===== config.mk =====
export PLATFORM = sky130hd
export DESIGN_NAME = uart_tx_engine
export DESIGN_NICKNAME = d
export VERILOG_FILES = /design/src/rtl/uart_tx_engine.sv
export SDC_FILE = /design/constraint.sdc
export NUM_CORES = 1
export LEC_CHECK = 0
export CAP_MARGIN = 20
export CORE_MARGIN = 4
export CORE_UTILIZATION = 51
export CTS_CLUSTER_DIAMETER = 120
export CTS_CLUSTER_SIZE = 40
export DETAILED_ROUTE_END_ITERATION = 7
export PLACE_DENSITY_LB_ADDON = 0.08
export RECOVER_POWER = 50
export SLEW_MARGIN = 20
export SYNTH_ARGS = -nofsm -noshare
export SYNTH_HDL_FRONTEND = slang
export SYNTH_SLANG_ARGS = --single-unit

===== constraint.sdc =====
create_clock -name clock -period 2.69 [get_ports clock]
set_clock_uncertainty 0.15 [all_clocks]
set_input_delay 0.538 -clock clock [delete_from_list [all_inputs] [get_ports clock]]
set_output_delay 0.538 -clock clock [all_outputs]
set_load 0.05 [all_outputs]

===== src/rtl/uart_tx_engine.sv =====
// UART transmit engine: frames one character (start, 7/8 data LSB-first, optional parity, stop bits)
// and shifts it onto tx, advancing one bit per btu pulse from the bit time counter.
//
// state | meaning
// IDLE  | line high, tx_ready=1, waiting for load
// SEND  | frame in progress, doit=1, one bit per btu
module uart_tx_engine #(
    parameter int STOP_BITS = 1
) (
    input  logic       clock,
    input  logic       reset,
    input  logic       load,
    input  logic [7:0] data_in,
    input  logic       eight,
    input  logic       pen,
    input  logic       ohel,
    input  logic       btu,
    output logic       doit,
    output logic       tx,
    output logic       tx_ready,
    output logic       tx_done
);

    typedef enum logic {
        IDLE = 1'b0,
        SEND = 1'b1
    } state_t;

    localparam logic [3:0] STOP_W = (STOP_BITS == 2) ? 4'd2 : 4'd1;

    state_t      state_q, state_d;
    logic [10:0] shift_q, shift_d;
    logic [3:0]  bit_cnt_q, bit_cnt_d;
    logic [3:0]  last_q, last_d;
    logic        tx_q, tx_d;
    logic        doit_q, doit_d;
    logic        ready_q, ready_d;
    logic        done_q, done_d;

    logic [7:0]  data_eff;
    logic        parity;
    logic [10:0] payload;
    logic [3:0]  last_calc;

    // Bits following the start bit; upper positions are filled with ones so stop bits fall out naturally.
    always_comb begin
        data_eff  = {eight & data_in[7], data_in[6:0]};
        parity    = (^data_eff) ^ ohel;
        last_calc = 4'd7 + {3'b000, eight} + {3'b000, pen} + STOP_W;
        payload   = 11'h7ff;
        case ({eight, pen})
            2'b11:   payload = {2'b11, parity, data_eff};
            2'b10:   payload = {3'b111, data_eff};
            2'b01:   payload = {3'b111, parity, data_eff[6:0]};
            default: payload = {4'b1111, data_eff[6:0]};
        endcase
    end

    always_comb begin
        state_d   = state_q;
        shift_d   = shift_q;
        bit_cnt_d = bit_cnt_q;
        last_d    = last_q;
        tx_d      = tx_q;
        doit_d    = doit_q;
        ready_d   = ready_q;
        done_d    = 1'b0;
        case (state_q)
            IDLE: begin
                if (load) begin
                    state_d   = SEND;
                    shift_d   = payload;
                    bit_cnt_d = 4'd0;
                    last_d    = last_calc;
                    tx_d      = 1'b0;
                    doit_d    = 1'b1;
                    ready_d   = 1'b0;
                end
            end
            SEND: begin
                if (btu) begin
                    if (bit_cnt_q == last_q) begin
                        state_d = IDLE;
                        tx_d    = 1'b1;
                        doit_d  = 1'b0;
                        ready_d = 1'b1;
                        done_d  = 1'b1;
                    end else begin
                        bit_cnt_d = bit_cnt_q + 4'd1;
                        tx_d      = shift_q[0];
                        shift_d   = {1'b1, shift_q[10:1]};
                    end
                end
            end
            default: state_d = IDLE;
        endcase
    end

    always_ff @(posedge clock or posedge reset) begin
        if (reset) begin
            state_q   <= IDLE;
            shift_q   <= 11'h7ff;
            bit_cnt_q <= 4'd0;
            last_q    <= 4'd0;
            tx_q      <= 1'b1;
            doit_q    <= 1'b0;
            ready_q   <= 1'b1;
            done_q    <= 1'b0;
        end else begin
            state_q   <= state_d;
            shift_q   <= shift_d;
            bit_cnt_q <= bit_cnt_d;
            last_q    <= last_d;
            tx_q      <= tx_d;
            doit_q    <= doit_d;
            ready_q   <= ready_d;
            done_q    <= done_d;
        end
    end

    assign tx       = tx_q;
    assign doit     = doit_q;
    assign tx_ready = ready_q;
    assign tx_done  = done_q;

endmodule


==> impl_metrics.env, run 1 <==
export IMPL_power_density_nw_per_um2=1010
export IMPL_dr_pass1_iters=4
export IMPL_hold_path_end="tx_ready"
export IMPL_cpLargestDelayFamily="buffers and inverters"
export IMPL_finalHoldViolCount=0
export IMPL_rsz0062_at_grt="false"
export IMPL_ant_nets=0
export IMPL_coreArea_sq_um=2020
export IMPL_clk_pin_slew_ns=0.11
export IMPL_die_width_microns=54.7
export IMPL_mostFrequentLayoutCells="nor2_1 (16), clkdlybuf4s50_1 (16), nand2_1 (11), dfstp_2 (11), dfrtp_1 (10)"
export IMPL_num_rows=16
export IMPL_syn_avg_cell_area_sq_um=10.1
export IMPL_hp_class="register to register"
export IMPL_place_area_sq_um=1310
export IMPL_multi_input_area_sq_um=510
export IMPL_design_area_sq_um=1330
export IMPL_arrival_ns=1.64
export IMPL_whs_ns=0.316
export IMPL_place_congestion=0.728
export IMPL_ys_ff_latch=21
export IMPL_ys_seq_area_share_pct=48.4
export IMPL_path_max_fanout=2
export IMPL_outcome="finished clean"
export IMPL_worst_path_buf_inv=1
export IMPL_p_leak_uw=0.000634
export IMPL_start_util_pct=55.1
export IMPL_syn_inst=110
export IMPL_hold_path_startpoint="tx_ready"
export IMPL_insertion_delay_ns=0.30
export IMPL_max_freq_mhz=430
export IMPL_cts_sinks=21
export IMPL_postCtsHoldBufs=0
export IMPL_period_share_pct=86.5
export IMPL_vdd_drop_max_mv=0.858
export IMPL_design_die_area_sq_um=2990
export IMPL_fillers=181
export IMPL_clockRootBuffer="clkbuf_4"
export IMPL_grt_pass1_wl_mm=3.61
export IMPL_reg2reg_depth=6
export IMPL_grt_pass1_vias=807
export IMPL_worstSetupEndpointType="primary output"
export IMPL_dpl_hpwl_mm=1.54
export IMPL_area_delta_synth_final_pct=19.6
export IMPL_postCtsSetupBuffers=0
export IMPL_cts_max_level=1
export IMPL_cts_tree="yes"
export IMPL_fin_crit_ns=2.33
export IMPL_worstPathRequired_ns=2.00
export IMPL_wl_per_cell_microns=13.2
export IMPL_numCtsBuffers=3
export IMPL_die_h_microns=54.7
export IMPL_io_pins=19
export IMPL_antenna_found_initial=0
export IMPL_synth_nets=130
export IMPL_r2r_slack_ns=0.66
export IMPL_slew_viol_final=0
export IMPL_maxCapViolations=0
export IMPL_yosysWarnings=0
export IMPL_regToRegEndpoint="shift_q[7]"
export IMPL_detail_route_drc_violations=0
export IMPL_grt_max_degree=22
export IMPL_vias=830
export IMPL_ys_types=25
export IMPL_crit_chain="clkdlybuf4s50_1"
export IMPL_setup_tns_final_ns=0
export IMPL_grt_ovfl_total=0
export IMPL_cpPeakStageDelay_ns=0.79
export IMPL_p_total_uw=1350
export IMPL_port_buffers=18
export IMPL_worst_pin_slew_ns=0.765
export IMPL_cts_resized=0
export IMPL_slew_headroom_pct=48.9
export IMPL_diodes=0
export IMPL_seq_area_sq_um=539
export IMPL_slowest_stage="clkdlybuf4s50_1"
export IMPL_grt_use_total_pct=16.9
export IMPL_critical_path_class="register to primary output"
export IMPL_wl_mm=2.07
export IMPL_finalSetupViolations=0
export IMPL_netlist_area_sq_um=1110
export IMPL_clockBufferDepth=2
export IMPL_drive_gt1_share_pct=13.8
export IMPL_timing_rr_start="bit_cnt_q[0]"
export IMPL_layout_nets=151
export IMPL_start_kind="register"
export IMPL_vias_per_cell=5.29
export IMPL_min_path_cells=2
export IMPL_drtIter0Drc=18
export IMPL_final_core_util_pct=65.8
-- cells by family (layout without fill, tap and decap cells) --
kind of cell	after synthesis	after routing	share of synthesized area, %
multiplexers	8	8	7.19
AND/OR/NAND/NOR	38	38	15.2
adder cells (fa/ha/maj)	5	5	5.62
AO/OA/AOI/OAI	15	15	7.98
XOR/XNOR	11	11	9.89
buffers and inverters	12	32	5.73
flip-flops	21	21	48.4
-- sequential cells by signal (all words and copies together), names as in the netlist --
register   count
last_q         3
shift_q        9
doit           1
tx             1
tx_done        1
tx_ready       1
state_q        1
bit_cnt_q      4
-- how the worst max path moves through the flow --
stage / start / to / slack [ns] / cells past startpoint
finish: tx / tx / 0.36 / 1
global route: tx / tx / 0.31 / 1
CTS: tx / tx / 0.34 / 1
detailed placement: data_in[1] / shift_q[7] / 0.15 / 6
global placement: data_in[0] / shift_q[7] / 0.19 / 6
floorplan: data_in[1] / shift_q[7] / 0.73 / 5
-- synthesized netlist by cell type --
cell type / instances / area (sq um)
nor2b_1: 1 / 6.26
xnor2_1: 6 / 52.6
ha_1: 5 / 62.6
buf_6: 1 / 11.3
clkbuf_1: 1 / 3.75
a31o_1: 1 / 8.76
or2_2: 2 / 12.5
nand2_1: 11 / 41.3
xor2_1: 4 / 35.0
o22ai_1: 2 / 12.5
dfrtp_1: 10 / 250
a21oi_1: 8 / 40.0
a2111oi_0: 2 / 17.5
nand4_1: 1 / 6.26
mux2i_1: 8 / 80.1
or3_1: 1 / 6.26
buf_1: 1 / 3.75
or4_4: 1 / 11.3
nor2_1: 16 / 60.1
dfstp_2: 11 / 289
inv_1: 8 / 30.0
o21ai_0: 2 / 10.0
xnor3_1: 1 / 22.5
buf_8: 1 / 15.0
nand3_1: 5 / 25.0
-- per-stage QoR --
step	worst slack, ns	instances
2_1_floorplan	0.733	110
3_3_place_gp	0.190	153
3_5_place_dp	0.149	153
4_1_cts	0.340	157
5_1_grt	0.314	157
6_report	0.362	157
-- worst reg2reg max path: stages (launching register included) --
cell	delay [ns]
dfrtp_1	0.45
xor2_1	0.17
or4_4	0.55
a31o_1	0.23
buf_4	0.19
o21ai_0	0.12
o22ai_1	0.10
-- cell type report --
class	count	area share (%)
timing repair buffer	20	14.4
tap	27	2.54
multi-input combinational	77	38.3
inverter	8	2.26
clock buffer	4	1.97
sequential	21	40.5
-- report_power, final --
group	leakage (uW)	total, uW	internal (uW)	switching (uW)
Sequential	0.000234	617	498	120
Combinational	0.000385	578	256	321
Clock	0.0000150	152	57.8	94.6
-- per-layer routing --
| metal | share of wire, % | up-vias | GRT usage [%] | routed length [microns] |
|---|---|---|---|---|
| met5 | 0 | - | 0 | 0 |
| met4 | 0.58 | 0 | 7.47 | 12 |
| met3 | 4.6 | 2 | 2.45 | 96 |
| met2 | 50 | 23 | 28.7 | 1040 |
| met1 | 44 | 398 | 20.9 | 915 |
| li1 | - | 407 | - | - |
(Power assumes the default switching activity.)
==> run 2: changes to the inputs <==
--- a/config.mk
+++ b/config.mk
@@ -5,8 +5,6 @@
 export SDC_FILE = /design/constraint.sdc
 export NUM_CORES = 1
 export LEC_CHECK = 0
-export CAP_MARGIN = 20
-export CORE_MARGIN = 4
 export CORE_UTILIZATION = 51
 export CTS_CLUSTER_DIAMETER = 120
 export CTS_CLUSTER_SIZE = 40
==> impl_metrics.env, run 2 (synthesis results as in run 1) <==
export IMPL_outcome="finished clean"
export IMPL_mostFrequentLayoutCells="clkdlybuf4s50_1 (17), nor2_1 (16), nand2_1 (11), dfstp_2 (11), dfrtp_1 (10)"
export IMPL_slew_viol_final=0
export IMPL_final_core_util_pct=66.6
export IMPL_worst_path_buf_inv=1
export IMPL_vdd_drop_max_mv=0.731
export IMPL_slowest_stage="clkdlybuf4s50_1"
export IMPL_clockBufferDepth=2
export IMPL_grt_use_total_pct=19.0
export IMPL_io_pins=19
export IMPL_crit_chain="clkdlybuf4s50_1"
export IMPL_worstSetupEndpointType="primary output"
export IMPL_grt_pass1_wl_mm=3.42
export IMPL_vias_per_cell=5.21
export IMPL_worst_pin_slew_ns=0.774
export IMPL_cts_sinks=21
export IMPL_period_share_pct=87.0
export IMPL_layout_nets=151
export IMPL_diodes=0
export IMPL_clockRootBuffer="clkbuf_4"
export IMPL_num_rows=16
export IMPL_fillers=167
export IMPL_max_freq_mhz=427
export IMPL_rsz0062_at_grt="false"
export IMPL_worstPathRequired_ns=2.00
export IMPL_postCtsSetupBuffers=0
export IMPL_seq_area_sq_um=539
export IMPL_regMostFlops="shift_q"
export IMPL_antenna_found_initial=0
export IMPL_multi_input_area_sq_um=510
export IMPL_dpl_hpwl_mm=1.54
export IMPL_final_common_cell="clkdlybuf4s50_1"
export IMPL_cts_tree="yes"
export IMPL_postCtsHoldBufs=0
export IMPL_die_h_microns=48.7
export IMPL_path_max_fanout=2
export IMPL_slew_headroom_pct=48.3
export IMPL_numCtsBuffers=3
export IMPL_setup_tns_final_ns=0
export IMPL_area_delta_synth_final_pct=19.7
export IMPL_reg_largest_list="shift_q: 9 flops, bit_cnt_q: 4 flops, last_q: 3 flops"
export IMPL_place_congestion=0.782
export IMPL_dr_pass1_iters=4
export IMPL_clk_pin_slew_ns=0.12
export IMPL_grt_max_degree=22
export IMPL_cpPeakStageDelay_ns=0.79
export IMPL_hp_class="register to register"
export IMPL_wl_per_cell_microns=12.7
export IMPL_finalHoldViolCount=0
export IMPL_coreArea_sq_um=2000
export IMPL_drtIter0Drc=9
export IMPL_die_width_microns=48.7
export IMPL_largest_reg_flops=9
export IMPL_start_util_pct=55.6
export IMPL_fin_crit_ns=2.34
export IMPL_maxCapViolations=0
export IMPL_grt_ovfl_total=0
export IMPL_wl_mm=1.99
export IMPL_power_density_nw_per_um2=1000
export IMPL_start_kind="register"
export IMPL_drive_gt1_share_pct=14.6
export IMPL_ant_nets=0
export IMPL_insertion_delay_ns=0.31
export IMPL_critical_path_class="register to primary output"
export IMPL_detail_route_drc_violations=0
export IMPL_finalSetupViolations=0
export IMPL_cpLargestDelayFamily="buffers and inverters"
export IMPL_vias=818
export IMPL_r2r_slack_ns=0.59
export IMPL_cts_max_level=1
export IMPL_p_leak_uw=0.000636
export IMPL_cts_resized=0
export IMPL_grt_pass1_vias=791
export IMPL_port_buffers=18
export IMPL_design_die_area_sq_um=2370
export IMPL_arrival_ns=1.65
-- run 2: cell types whose count changed in the layout (fill, tap and decap cells not counted) --
cell,before,now
dlygate4sd3_1,2,1
clkdlybuf4s50_1,16,17
clkbuf_1,2,1
clkinv_2,0,1
-- run 2: where the power goes --
| part | leakage [uW] | internal, uW | switching, uW |
|---|---|---|---|
| Clock | 0.0000177 | 55.5 | 96.4 |
| Sequential | 0.000234 | 497 | 120 |
| Combinational | 0.000385 | 255 | 312 |
-- run 2: final cells by class --
class	instances	share of cell area (%)
flip-flops and latches	21	40.5
multi-input cells	77	38.3
repair buffers	20	14.4
well taps	27	2.54
inverters	8	2.25
clock buffers	3	1.69
clock inverters	1	0.376
-- run 2: layer usage --
metal / up-vias / track usage, % / share of wire [%]
met1: 396 / 23.4 / 45
met3: 4 / 2.83 / 2.6
met5: - / 0 / 0
li1: 406 / - / -
met2: 12 / 32.4 / 50
met4: 0 / 8.82 / 1.8
-- run 2: path summary, 6_finish.rpt --
kind,endpoint,start,cells past startpoint
setup / recovery,tx_ready,tx_ready,1
hold / removal,tx_ready,tx_ready,2
setup reg to reg,shift_q[7],bit_cnt_q[0],5
hold reg to reg,tx_ready,tx_ready,2
max in group asynchronous,bit_cnt_q[1],reset,2
min in group asynchronous,bit_cnt_q[0],reset,2
-- run 2: stage by stage --
step / cell area (sq um) / cells / worst slack, ns / power, uW / hold slack (ns)
6_report: 1330 / 157 / 0.351 / 1340 / 0.319
2_1_floorplan: 1110 / 110 / 0.733 / 1060 / 0.311
4_1_cts: 1340 / 157 / 0.341 / 1360 / 0.321
3_5_place_dp: 1310 / 153 / 0.0764 / 1200 / 0.302
3_3_place_gp: 1310 / 153 / 0.186 / 1170 / 0.297
5_1_grt: 1330 / 157 / 0.191 / 1440 / 0.340
==> run 3: changes to the inputs <==
--- a/config.mk
+++ b/config.mk
@@ -6,7 +6,6 @@
 export NUM_CORES = 1
 export LEC_CHECK = 0
 export CORE_UTILIZATION = 51
-export CTS_CLUSTER_DIAMETER = 120
 export CTS_CLUSTER_SIZE = 40
 export DETAILED_ROUTE_END_ITERATION = 7
 export PLACE_DENSITY_LB_ADDON = 0.08
==> results of run 3 <==
Same layout as run 2: the final DEF is identical, and so are final timing and power.
